## config.mk

```make
export PLATFORM = sky130hd
export DESIGN_NAME = serial_adder
export DESIGN_NICKNAME = d
export VERILOG_FILES = /design/src/rtl/serial_adder_pkg.sv /design/src/rtl/full_adder.sv /design/src/rtl/serial_adder.sv
export SDC_FILE = /design/constraint.sdc
export NUM_CORES = 1
export LEC_CHECK = 0
export ABC_AREA = 1
export CORE_ASPECT_RATIO = 2
export CORE_UTILIZATION = 49
export DETAILED_ROUTE_END_ITERATION = 12
export GPL_ROUTABILITY_DRIVEN = 0
export GPL_TIMING_DRIVEN = 0
export MAX_ROUTING_LAYER = met4
export PLACE_DENSITY = 0.78
export SETUP_SLACK_MARGIN = 0.1
export SLEW_MARGIN = 5
export SYNTH_ARGS = -nofsm -noshare
export SYNTH_HDL_FRONTEND = slang
export SYNTH_SLANG_ARGS = --single-unit
```

## constraint.sdc

```tcl
create_clock -name clk -period 1.3 [get_ports clk]
set_input_delay 0.195 -clock clk [delete_from_list [all_inputs] [get_ports clk]]
set_output_delay 0.195 -clock clk [all_outputs]
set_load 0.05 [all_outputs]
```

## src/rtl/serial_adder_pkg.sv

```systemverilog
// Shared types and helpers for the bit-serial adder.
package serial_adder_pkg;

  typedef enum logic [1:0] {
    StIdle = 2'd0,
    StAdd  = 2'd1,
    StDone = 2'd2
  } state_e;

  // Bit counter width: max(1, clog2(width)).
  function automatic int unsigned cnt_width(input int unsigned width);
    return (width <= 2) ? 1 : $clog2(width);
  endfunction

endpackage

```

## src/rtl/full_adder.sv

```systemverilog
// Single-bit combinational full adder used as the serial bit slice.
module full_adder (
  input  logic a,
  input  logic b,
  input  logic c_in,
  output logic sum,
  output logic c_out
);

  assign sum   = a ^ b ^ c_in;
  assign c_out = (a & b) | (c_in & (a ^ b));

endmodule

```

## src/rtl/serial_adder.sv

```systemverilog
// Bit-serial LSB-first adder with valid/ready handshakes on both sides.
// Define SERIAL_ADDER_OVF_EN to add the registered signed-overflow output ovf.
module serial_adder
  import serial_adder_pkg::*;
#(
  parameter int unsigned WIDTH = 8
) (
  input  logic             clk,
  input  logic             rst,
  input  logic             in_valid,
  output logic             in_ready,
  input  logic [WIDTH-1:0] a,
  input  logic [WIDTH-1:0] b,
  input  logic             c_in,
  output logic             out_valid,
  input  logic             out_ready,
  output logic [WIDTH-1:0] sum,
  output logic             c_out
`ifdef SERIAL_ADDER_OVF_EN
  ,
  output logic             ovf
`endif
);

  localparam int unsigned CntW = cnt_width(WIDTH);
  localparam logic [CntW-1:0] CntLast = CntW'(WIDTH - 1);

  state_e           state_q, state_d;
  logic [WIDTH-1:0] a_q, a_d;
  logic [WIDTH-1:0] b_q, b_d;
  logic [WIDTH-1:0] res_q, res_d;
  logic [WIDTH-1:0] res_shift;
  logic             carry_q, carry_d;
  logic [CntW-1:0]  cnt_q, cnt_d;
  logic             fa_sum, fa_cout;
  logic             last;

  full_adder u_full_adder (
    .a     (a_q[0]),
    .b     (b_q[0]),
    .c_in  (carry_q),
    .sum   (fa_sum),
    .c_out (fa_cout)
  );

  // New sum bit enters at the MSB so the LSB lands at bit 0 after WIDTH shifts.
  if (WIDTH == 1) begin : g_res_w1
    assign res_shift = fa_sum;
  end else begin : g_res_wn
    assign res_shift = {fa_sum, res_q[WIDTH-1:1]};
  end

  assign last = (cnt_q == CntLast);

  always_comb begin
    state_d = state_q;
    a_d     = a_q;
    b_d     = b_q;
    res_d   = res_q;
    carry_d = carry_q;
    cnt_d   = cnt_q;
    unique case (state_q)
      StIdle: begin
        if (in_valid) begin
          a_d     = a;
          b_d     = b;
          carry_d = c_in;
          cnt_d   = '0;
          state_d = StAdd;
        end
      end
      StAdd: begin
        a_d     = a_q >> 1;
        b_d     = b_q >> 1;
        res_d   = res_shift;
        carry_d = fa_cout;
        if (last) begin
          state_d = StDone;
        end else begin
          cnt_d = cnt_q + 1'b1;
        end
      end
      StDone: begin
        if (out_ready) begin
          state_d = StIdle;
        end
      end
      default: state_d = StIdle;
    endcase
  end

  always_ff @(posedge clk) begin
    if (rst) begin
      state_q <= StIdle;
      a_q     <= '0;
      b_q     <= '0;
      res_q   <= '0;
      carry_q <= 1'b0;
      cnt_q   <= '0;
    end else begin
      state_q <= state_d;
      a_q     <= a_d;
      b_q     <= b_d;
      res_q   <= res_d;
      carry_q <= carry_d;
      cnt_q   <= cnt_d;
    end
  end

  assign in_ready  = (state_q == StIdle);
  assign out_valid = (state_q == StDone);
  assign sum       = res_q;
  assign c_out     = carry_q;

`ifdef SERIAL_ADDER_OVF_EN
  logic ovf_q;

  // On the final edge carry_q is the carry into the MSB and fa_cout the carry out.
  always_ff @(posedge clk) begin
    if (rst) begin
      ovf_q <= 1'b0;
    end else if (state_q == StAdd && last) begin
      ovf_q <= carry_q ^ fa_cout;
    end
  end

  assign ovf = ovf_q;
`endif

endmodule
```

==> flow_metrics.env, run 1 <==
export IMPL_outcome="complete, no violations"
export IMPL_dieArea_um2=3200
export IMPL_grt_use_total_pct=24.6
export IMPL_vias=1469
export IMPL_ctsHoldBuffers=0
export IMPL_clockPowerShare_pct=37.5
export IMPL_cts_htree_levels=2
export IMPL_first_global_vias=1316
export IMPL_cts_root_buf="clkbuf_8"
export IMPL_top_layer_used="met4"
export IMPL_initial_core_util_pct=52.5
export IMPL_syn_area_um2=1450
export IMPL_antenna_cells=0
export IMPL_clk_path_buf_depth=2
export IMPL_syn_avg_cell_area_um2=6.35
export IMPL_fin_util_pct=73.9
export IMPL_clk_pin_slew_ps=70
export IMPL_crit_required_ps=1110
export IMPL_dr_pass1_iters=4
export IMPL_met3_length_um=138
export IMPL_setup_viol=0
export IMPL_yosys_warnings=0
export IMPL_worst_hold_slack_ps=227
export IMPL_cp_data_arrival_time_ps=1020
export IMPL_drt_met1_wl_mm=1.26
export IMPL_grt_pass1_wl_mm=5.31
export IMPL_drv_slew=0
export IMPL_vias_per_cell=4.80
export IMPL_ys_ff_latch=30
export IMPL_critPathMaxFanout=7
export IMPL_max_freq_mhz=820
export IMPL_rsz0062_at_grt="true"
export IMPL_worstHoldPathType="input port to flop"
export IMPL_power_density_nw_per_um2=1210
export IMPL_area_growth_pct=40.9
export IMPL_portBuffers=31
export IMPL_fp_dieW_um=40.5
export IMPL_yosysUniqueCellTypes=19
export IMPL_synth_nets=253
export IMPL_cap_violations=0
export IMPL_pin_count=32
export IMPL_r2r_slack_ps=100
export IMPL_p_leak_nw=1.02
export IMPL_start_kind="flop"
export IMPL_clock_latency_ps=290
export IMPL_grt_max_degree=11
export IMPL_swShare_pct=28.9
export IMPL_fin_area_um2=2050
export IMPL_fin_crit_sh_pct=93.8
export IMPL_worstSetupEndpointType="output port"
export IMPL_drtIter0Drc=23
export IMPL_worstMarginPinSlew_ps=241
export IMPL_rows=27
export IMPL_core_area_um2=2770
export IMPL_post_dp_cell_area_um2=1810
export IMPL_ant_nets=0
export IMPL_dp_hpwl_mm=2.29
export IMPL_clock_skew_ps=5.72
export IMPL_drc_errors=0
export IMPL_totalWireLength_mm=3.39
export IMPL_max_slew_margin_pct=83.9
export IMPL_antenna_found_initial=0
export IMPL_wl_met2_mm=1.91
export IMPL_wire_per_inst_um=11.1
export IMPL_nNetsFinal=300
export IMPL_cts_sinks=30
export IMPL_vdd_drop_max_mv=0.790
export IMPL_seq_power_share_pct=41.5
export IMPL_combPwrFrac_pct=21.0
export IMPL_path_class="flop to output port"
export IMPL_cts_tree="done"
export IMPL_cts_made_buffers=5
export IMPL_grt_overflow=0
export IMPL_drive_gt1_share_pct=21.3
export IMPL_finalSetupTns_ps=0
export IMPL_switchingPower_uw=717
export IMPL_power_internal_mw=1.77
export IMPL_finalCriticalPeriod_ps=1220
export IMPL_synthCells=229
export IMPL_die_y_um=79.0
export IMPL_hold_viol_final=0
export IMPL_ys_seq_area_share_pct=41.3
-- area by class of cell --
class / instances / area (um2)
sequential: 30 / 612
fill: 231 / 722
inverter: 23 / 95.1
clock buffer: 5 / 68.8
tap: 29 / 36.3
clock inverter: 3 / 40.0
timing repair buffer: 40 / 342
multi-input combinational: 166 / 768
buffer: 10 / 86.3
-- critical path, stage by stage, from the launching register on --
cell     delay [ps]
dfxtp_2         330
buf_8           140
nor2_4          100
buf_6           160
-- registers in the layout (all words and copies together), names as in the netlist --
name     count
state_q      2
b_q          8
cnt_q        3
c_out        1
a_q          8
sum          8
-- kinds of logic (layout without fill, tap and decap cells) --
| group | after synthesis | count (layout) | synth area share (%) |
|---|---|---|---|
| and+or+nand+nor | 150 | 150 | 40.8 |
| buffers and inverters | 33 | 81 | 10.1 |
| DFF | 30 | 30 | 41.3 |
| AOI/OAI and AO/OA | 13 | 13 | 4.73 |
| adders and majority gates | 3 | 3 | 3.10 |
-- final timing paths --
check,end,from,cells past startpoint
worst max-delay path,in_ready,state_q[0],3
worst min-delay path,a_q[7],rst,2
worst max register to register,a_q[6],state_q[0],8
worst min register to register,a_q[7],a_q[7],2
-- synthesized netlist by cell type --
master	number	share of area (%)
nor2_4	1	0.77
nand3b_1	1	0.52
dfxtp_1	30	41
o21ai_0	8	2.8
nand3_1	7	2.4
nand2_1	86	22
nor2_2	1	0.43
inv_2	2	0.52
fa_1	1	1.4
nor2_1	53	14
buf_4	5	2.6
inv_1	20	5.2
a21oi_1	4	1.4
ha_1	2	1.7
o21ai_2	1	0.60
clkbuf_1	2	0.52
buf_2	3	1.0
nand2_4	1	0.77
clkinv_1	1	0.26
-- timing repair --
item	CTS	global route
buffers inserted	3	5
pin swaps	4	10
gates resized for setup	63	33
cloned	0	1
setup endpoints to repair	29	24
-- cells in the final DEF (no fill, tap or decap), drive strengths merged, types with 2 or more instances in the layout --
cell	instances
nand3	7
clkbuf	5
o21ai	9
buf	30
nor2	55
dfxtp	30
nand2	87
a21oi	4
inv	22
ha	2
clkinv	3
clkdlybuf4s50	19
-- routing by layer --
layer,track usage (%),up-vias
li1,-,775
met1,23.6,655
met2,42.5,34
met3,5.03,5
met4,12.0,0
met5,-,-
-- power by group through the flow --
| stage | clock network [mW] | logic (mW) | registers (mW) |
|---|---|---|---|
| final | 0.931 | 0.522 | 1.03 |
| after detailed placement | 0 | 0.495 | 1.05 |
| after global routing | 0.962 | 0.583 | 1.04 |
| after CTS | 0.942 | 0.491 | 1.03 |
| after global placement | 0 | 0.486 | 1.05 |
| after floorplan | 0 | 0.251 | 1.12 |
-- through the flow --
stage	instances	setup slack [ps]	power, mW
floorplan	229	24.5	1.37
global placement	289	-382	1.53
detailed placement	289	-373	1.55
CTS	300	20.7	2.46
global route	306	44.6	2.58
finish	306	81.1	2.48
Power figures use the tool's default switching activity.
==> run 2: changes to the inputs <==
--- a/config.mk
+++ b/config.mk
@@ -8,11 +8,12 @@
 export ABC_AREA = 1
 export CORE_ASPECT_RATIO = 2
 export CORE_UTILIZATION = 49
+export CTS_CLUSTER_SIZE = 8
 export DETAILED_ROUTE_END_ITERATION = 12
 export GPL_ROUTABILITY_DRIVEN = 0
 export GPL_TIMING_DRIVEN = 0
 export MAX_ROUTING_LAYER = met4
-export PLACE_DENSITY = 0.78
+export PLACE_DENSITY_LB_ADDON = 0.1
 export SETUP_SLACK_MARGIN = 0.1
 export SLEW_MARGIN = 5
 export SYNTH_ARGS = -nofsm -noshare
==> flow_metrics.env, run 2 (synthesized netlist as in run 1, its figures left out) <==
export IMPL_outcome="complete, no violations"
export IMPL_grt_pass1_wl_mm=5.06
export IMPL_power_internal_mw=1.76
export IMPL_power_density_nw_per_um2=1200
export IMPL_r2r_end="cnt_q[0]"
export IMPL_grt_overflow=0
export IMPL_reg2reg_depth=6
export IMPL_clock_latency_ps=280
export IMPL_area_growth_pct=40.7
export IMPL_ant_nets=0
export IMPL_clock_skew_ps=7.38
export IMPL_grt_use_total_pct=23.6
export IMPL_pin_count=32
export IMPL_dieArea_um2=3200
export IMPL_grt_max_degree=11
export IMPL_fp_dieW_um=40.5
export IMPL_crit_family="flip-flops"
export IMPL_initial_core_util_pct=52.5
export IMPL_switchingPower_uw=704
export IMPL_nNetsFinal=298
export IMPL_totalWireLength_mm=3.38
export IMPL_mostFrequentLayoutCells="82 x nand2_1, 51 x nor2_1, 26 x dfxtp_1, 20 x inv_1, 20 x clkdlybuf4s50_1"
export IMPL_holdPathEnd="b_q[7]"
export IMPL_swShare_pct=28.6
export IMPL_max_freq_mhz=810
export IMPL_rows=27
export IMPL_drv_slew=0
export IMPL_dr_pass1_iters=4
export IMPL_drtIter0Drc=25
export IMPL_critPathMaxFanout=4
export IMPL_worstHoldPathType="flop to flop"
export IMPL_cts_htree_levels=2
export IMPL_clk_pin_slew_ps=60
export IMPL_worstSetupEndpointType="output port"
export IMPL_hp_start="b_q[7]"
export IMPL_cp_data_arrival_time_ps=1040
export IMPL_r2r_start="cnt_q[0]"
export IMPL_antenna_found_initial=0
export IMPL_crit_required_ps=1110
export IMPL_vdd_drop_max_mv=1.02
export IMPL_cts_tree="done"
export IMPL_top_layer_used="met4"
export IMPL_max_slew_margin_pct=83.9
export IMPL_p_total_mw=2.46
export IMPL_dp_hpwl_mm=2.20
export IMPL_r2r_slack_ps=70
export IMPL_drive_gt1_share_pct=19.6
export IMPL_core_area_um2=2770
export IMPL_whs_path_depth=2
export IMPL_cts_sinks=30
export IMPL_cts_made_buffers=5
export IMPL_first_global_vias=1261
export IMPL_clk_path_buf_depth=2
export IMPL_hold_viol_final=0
export IMPL_crit_start="state_q[1]"
export IMPL_vias=1446
export IMPL_worstMarginPinSlew_ps=241
export IMPL_start_kind="flop"
export IMPL_portBuffers=31
export IMPL_wire_per_inst_um=11.1
export IMPL_layout_setup_ws_ps=65.0
export IMPL_met3_length_um=109
export IMPL_path_class="flop to output port"
export IMPL_seq_power_share_pct=41.9
export IMPL_place_ws_ps=-401
export IMPL_p_leak_nw=1.02
export IMPL_antenna_cells=0
export IMPL_vias_per_cell=4.76
export IMPL_drt_met1_wl_mm=1.33
export IMPL_setup_viol=0
export IMPL_crit_buf_inv=2
export IMPL_ctsHoldBuffers=0
export IMPL_cts_root_buf="clkbuf_8"
export IMPL_crit_chain="inv_2 -> nor2_4 -> buf_6"
export IMPL_cap_violations=0
export IMPL_fillCellCount=222
export IMPL_max_stage_delay_ps=390
export IMPL_wl_met2_mm=1.86
export IMPL_fin_crit_sh_pct=95.0
export IMPL_clockPowerShare_pct=35.9
export IMPL_rsz0062_at_grt="true"
export IMPL_die_y_um=79.0
export IMPL_layout_commonest_cell="nand2_1"
export IMPL_combPwrFrac_pct=22.2
export IMPL_drc_errors=0
export IMPL_slowest_stage="dfxtp_4"
export IMPL_finalCriticalPeriod_ps=1230
[run 2: worst max path at each step]
stage | endpoint | slack [ps] | depth (start not counted)
global placement | out_valid | -380 | 3
CTS | out_valid | 2 | 3
floorplan | state_q[1] | 20 | 4
global route | b_q[1] | -2 | 8
detailed placement | out_valid | -400 | 3
finish | out_valid | 70 | 3
[run 2: what timing repair did]
| action | 4_1_cts | 5_1_grt |
|---|---|---|
| pin swaps | 2 | 10 |
| endpoints found under the setup margin | 37 | 29 |
| gates cloned | 0 | 2 |
| endpoints found under the hold margin | 0 | 0 |
| resized for setup | 67 | 32 |
| setup buffers | 2 | 3 |
[run 2: worst register-to-register path: cells and delay by family (launching register included)]
family | cells | cell delay (ps)
and+or+nand+nor | 3 | 270
adders and majority gates | 2 | 390
DFF | 1 | 320
AOI/OAI and AO/OA | 1 | 140
[run 2: final cells by class]
type	count	area, um2	area share (%)
Multi-Input combinational cell	166	748	36.6
Clock buffer	8	110	5.38
Buffer	10	92.6	4.53
Inverter	23	91.3	4.46
Tap cell	29	36.3	1.77
Sequential cell	30	611	29.8
Timing Repair Buffer	38	357	17.4
[run 2: stage by stage]
| stage | setup TNS, ps | hold WS [ps] | area (um2) | util, % | cells |
|---|---|---|---|---|---|
| 2_1_floorplan | 0 | 264 | 1470 | - | 229 |
| 3_3_place_gp | -7860 | 455 | 1810 | 65.4 | 289 |
| 3_5_place_dp | -6750 | 451 | 1810 | 65.4 | 289 |
| 4_1_cts | 0 | 469 | 1920 | 69.4 | 299 |
| 5_1_grt | -2.31 | 479 | 2050 | 73.8 | 304 |
| 6_report | 0 | 464 | 2050 | 73.8 | 304 |
[run 2: power groups by stage]
| stage | combinational (mW) | sequential, mW | clock [mW] |
|---|---|---|---|
| after global placement | 0.487 | 1.05 | 0 |
| final | 0.545 | 1.03 | 0.883 |
| after floorplan | 0.251 | 1.12 | 0 |
| after detailed placement | 0.491 | 1.05 | 0 |
| after CTS | 0.491 | 1.03 | 0.894 |
| after global routing | 0.607 | 1.04 | 0.945 |
[run 2: layer usage]
layer / vias up / global-route usage, %
met1: 633 / 21.6
met2: 34 / 40.5
met4: 0 / 13.0
met5: - / -
met3: 8 / 5.87
li1: 771 / -
==> edit: new RTL, flow settings as in run 2 <==
Add a define of `SERIAL_ADDER_OVF_EN`.
--- a/src/rtl/serial_adder.sv
+++ b/src/rtl/serial_adder.sv
@@ -1,5 +1,7 @@
 // Bit-serial LSB-first adder with valid/ready handshakes on both sides.
 // Define SERIAL_ADDER_OVF_EN to add the registered signed-overflow output ovf.
+`define SERIAL_ADDER_OVF_EN
+
 module serial_adder
   import serial_adder_pkg::*;
 #(
Function (old outputs only; new: ovf): kept (equiv_simple and equiv_induct, registers matched by name and starting in step).
==> edit against run 2 <==
Total power rose by 6.2%. Final area rose by 2.4%. Register-to-register slack improved by 0.05 ns. Worst setup slack improved by 0.0056 ns. Critical endpoint is now in_ready. Via count rose by 3.0%. Core utilization fell by 2.7 points. Area after synthesis rose by 3.4%. Sequential cell count rose by 1. Wire length rose by 3.2%. Non-clock buffer count fell by 1. Count of clock-buffer cells in the layout fell by 2. Sequential power rose by 4%. Critical path type unchanged.
==> edit: results (changes against run 2) <==
** Placement
- The count of buffers from port buffering came to 32 (+3.2%).
- Pre-CTS setup slack :: -0.412 ns (-0.0112 ns)
- Placed Instance Area :: 0.00188 mm2 (+3.9%)

** Yosys
- After synthesis, the cell types taking the most area are sky130_fd_sc_hd__dfxtp_1, sky130_fd_sc_hd__nand2_1, sky130_fd_sc_hd__nor2_1, sky130_fd_sc_hd__inv_1, sky130_fd_sc_hd__o21ai_0.
- Synthesized netlist net count :: 259 (+2.4%)
- The cell count after synthesis is 235 (+2.6%).
- Share of the yosys chip area belonging to registers :: 0.413 (about the same)

** Layout
- Footprint of the multi-input gates :: 806 um2 (+7.7%)
- Buffers excl. clock :: 47 (-2.1%)
- The number of multi-input combinational cells is 171 (+3.0%).
- The share of the final layout cell area in sequential cells came to 0.302 (+0.00380).
- The post-layout instance count excluding filler cells was 310 (+2.0%).
- Layout fillers :: 249 (+12%)
- The count of sequential standard cells is 31 (+3.3%).
- Layout clock buffers :: 6 (-2)
- Fraction of final layout cells with drive strength greater than 1 :: 0.218 (+0.0215)

** Pwr
- The peak supply drop was 928 uV (-9.1%).
- The power density relative to cell area came to 1250 mW/mm2 (+3.7%).
- The combinational logic power was 0.551 mW (+1%).
- The reported clock group power was 0.987 mW (+12%).

** Timing
- The relative slew slack was 0.824 (-0.0150).

** Global route
- Number of global-route vias before repair :: 1357 (+7.6%)
- Global-route wire length before repair :: 5550 um (+9.7%)
- The met1 capacity usage during global routing was 0.237 (+0.0203).
- The overall fraction of global-route tracks in use was 0.244 (+0.00774).

** Drt
- Met1 routed wirelength after detailed routing :: 1330 um (-0.38%)
- The post-detailed-route wirelength per cell is 11.3 um (+1.2%).
- The total vias in the final route came to 1490 (+3.0%).

** Worst setup path
- Max incr delay on CP :: 0.32 ns (-0.07 ns)
- Highest-delay cell along the critical path :: sky130_fd_sc_hd__dfxtp_2
- Maximum fanout along the worst path :: 6 (+2)

** Worst hold path
- In this run the worst hold path is classified as input pin to flop.

** Clock network
- The number of buffers added for setup after CTS is 3 (+1).

** Outcome
- Status :: finished clean
==> edit: cell count changes in the layout (fill, tap and decap cells not counted), sizes merged, moves of 2 or more <==
cell / delta
nor2: +4
buf: +2
clkinv: +2
clkbuf: -5
==> edit: kinds of logic after synthesis <==
| group | share of synthesized area |
|---|---|
| adder cells (fa/ha/maj) | 0.0300 |
| XOR/XNOR | 0.00583 |
| AO/OA/AOI/OAI | 0.0491 |
| AND/OR/NAND/NOR | 0.400 |
| buffers and inverters | 0.102 |
| flip-flops | 0.413 |
==> edit: critical path, delay by kind of cell, from the launching register on <==
kind | cells | cell delay [ns]
buffers and inverters | 2 | 0.31
flip-flops | 1 | 0.32
AND/OR/NAND/NOR | 1 | 0.12
==> edit: final timing paths <==
kind	slack (ns)	to	start
hold reg to reg	0.46	b_q[7]	b_q[7]
setup / recovery	0.07	in_ready	state_q[0]
setup reg to reg	0.12	b_q[2]	state_q[0]
hold / removal	0.25	a_q[7]	rst
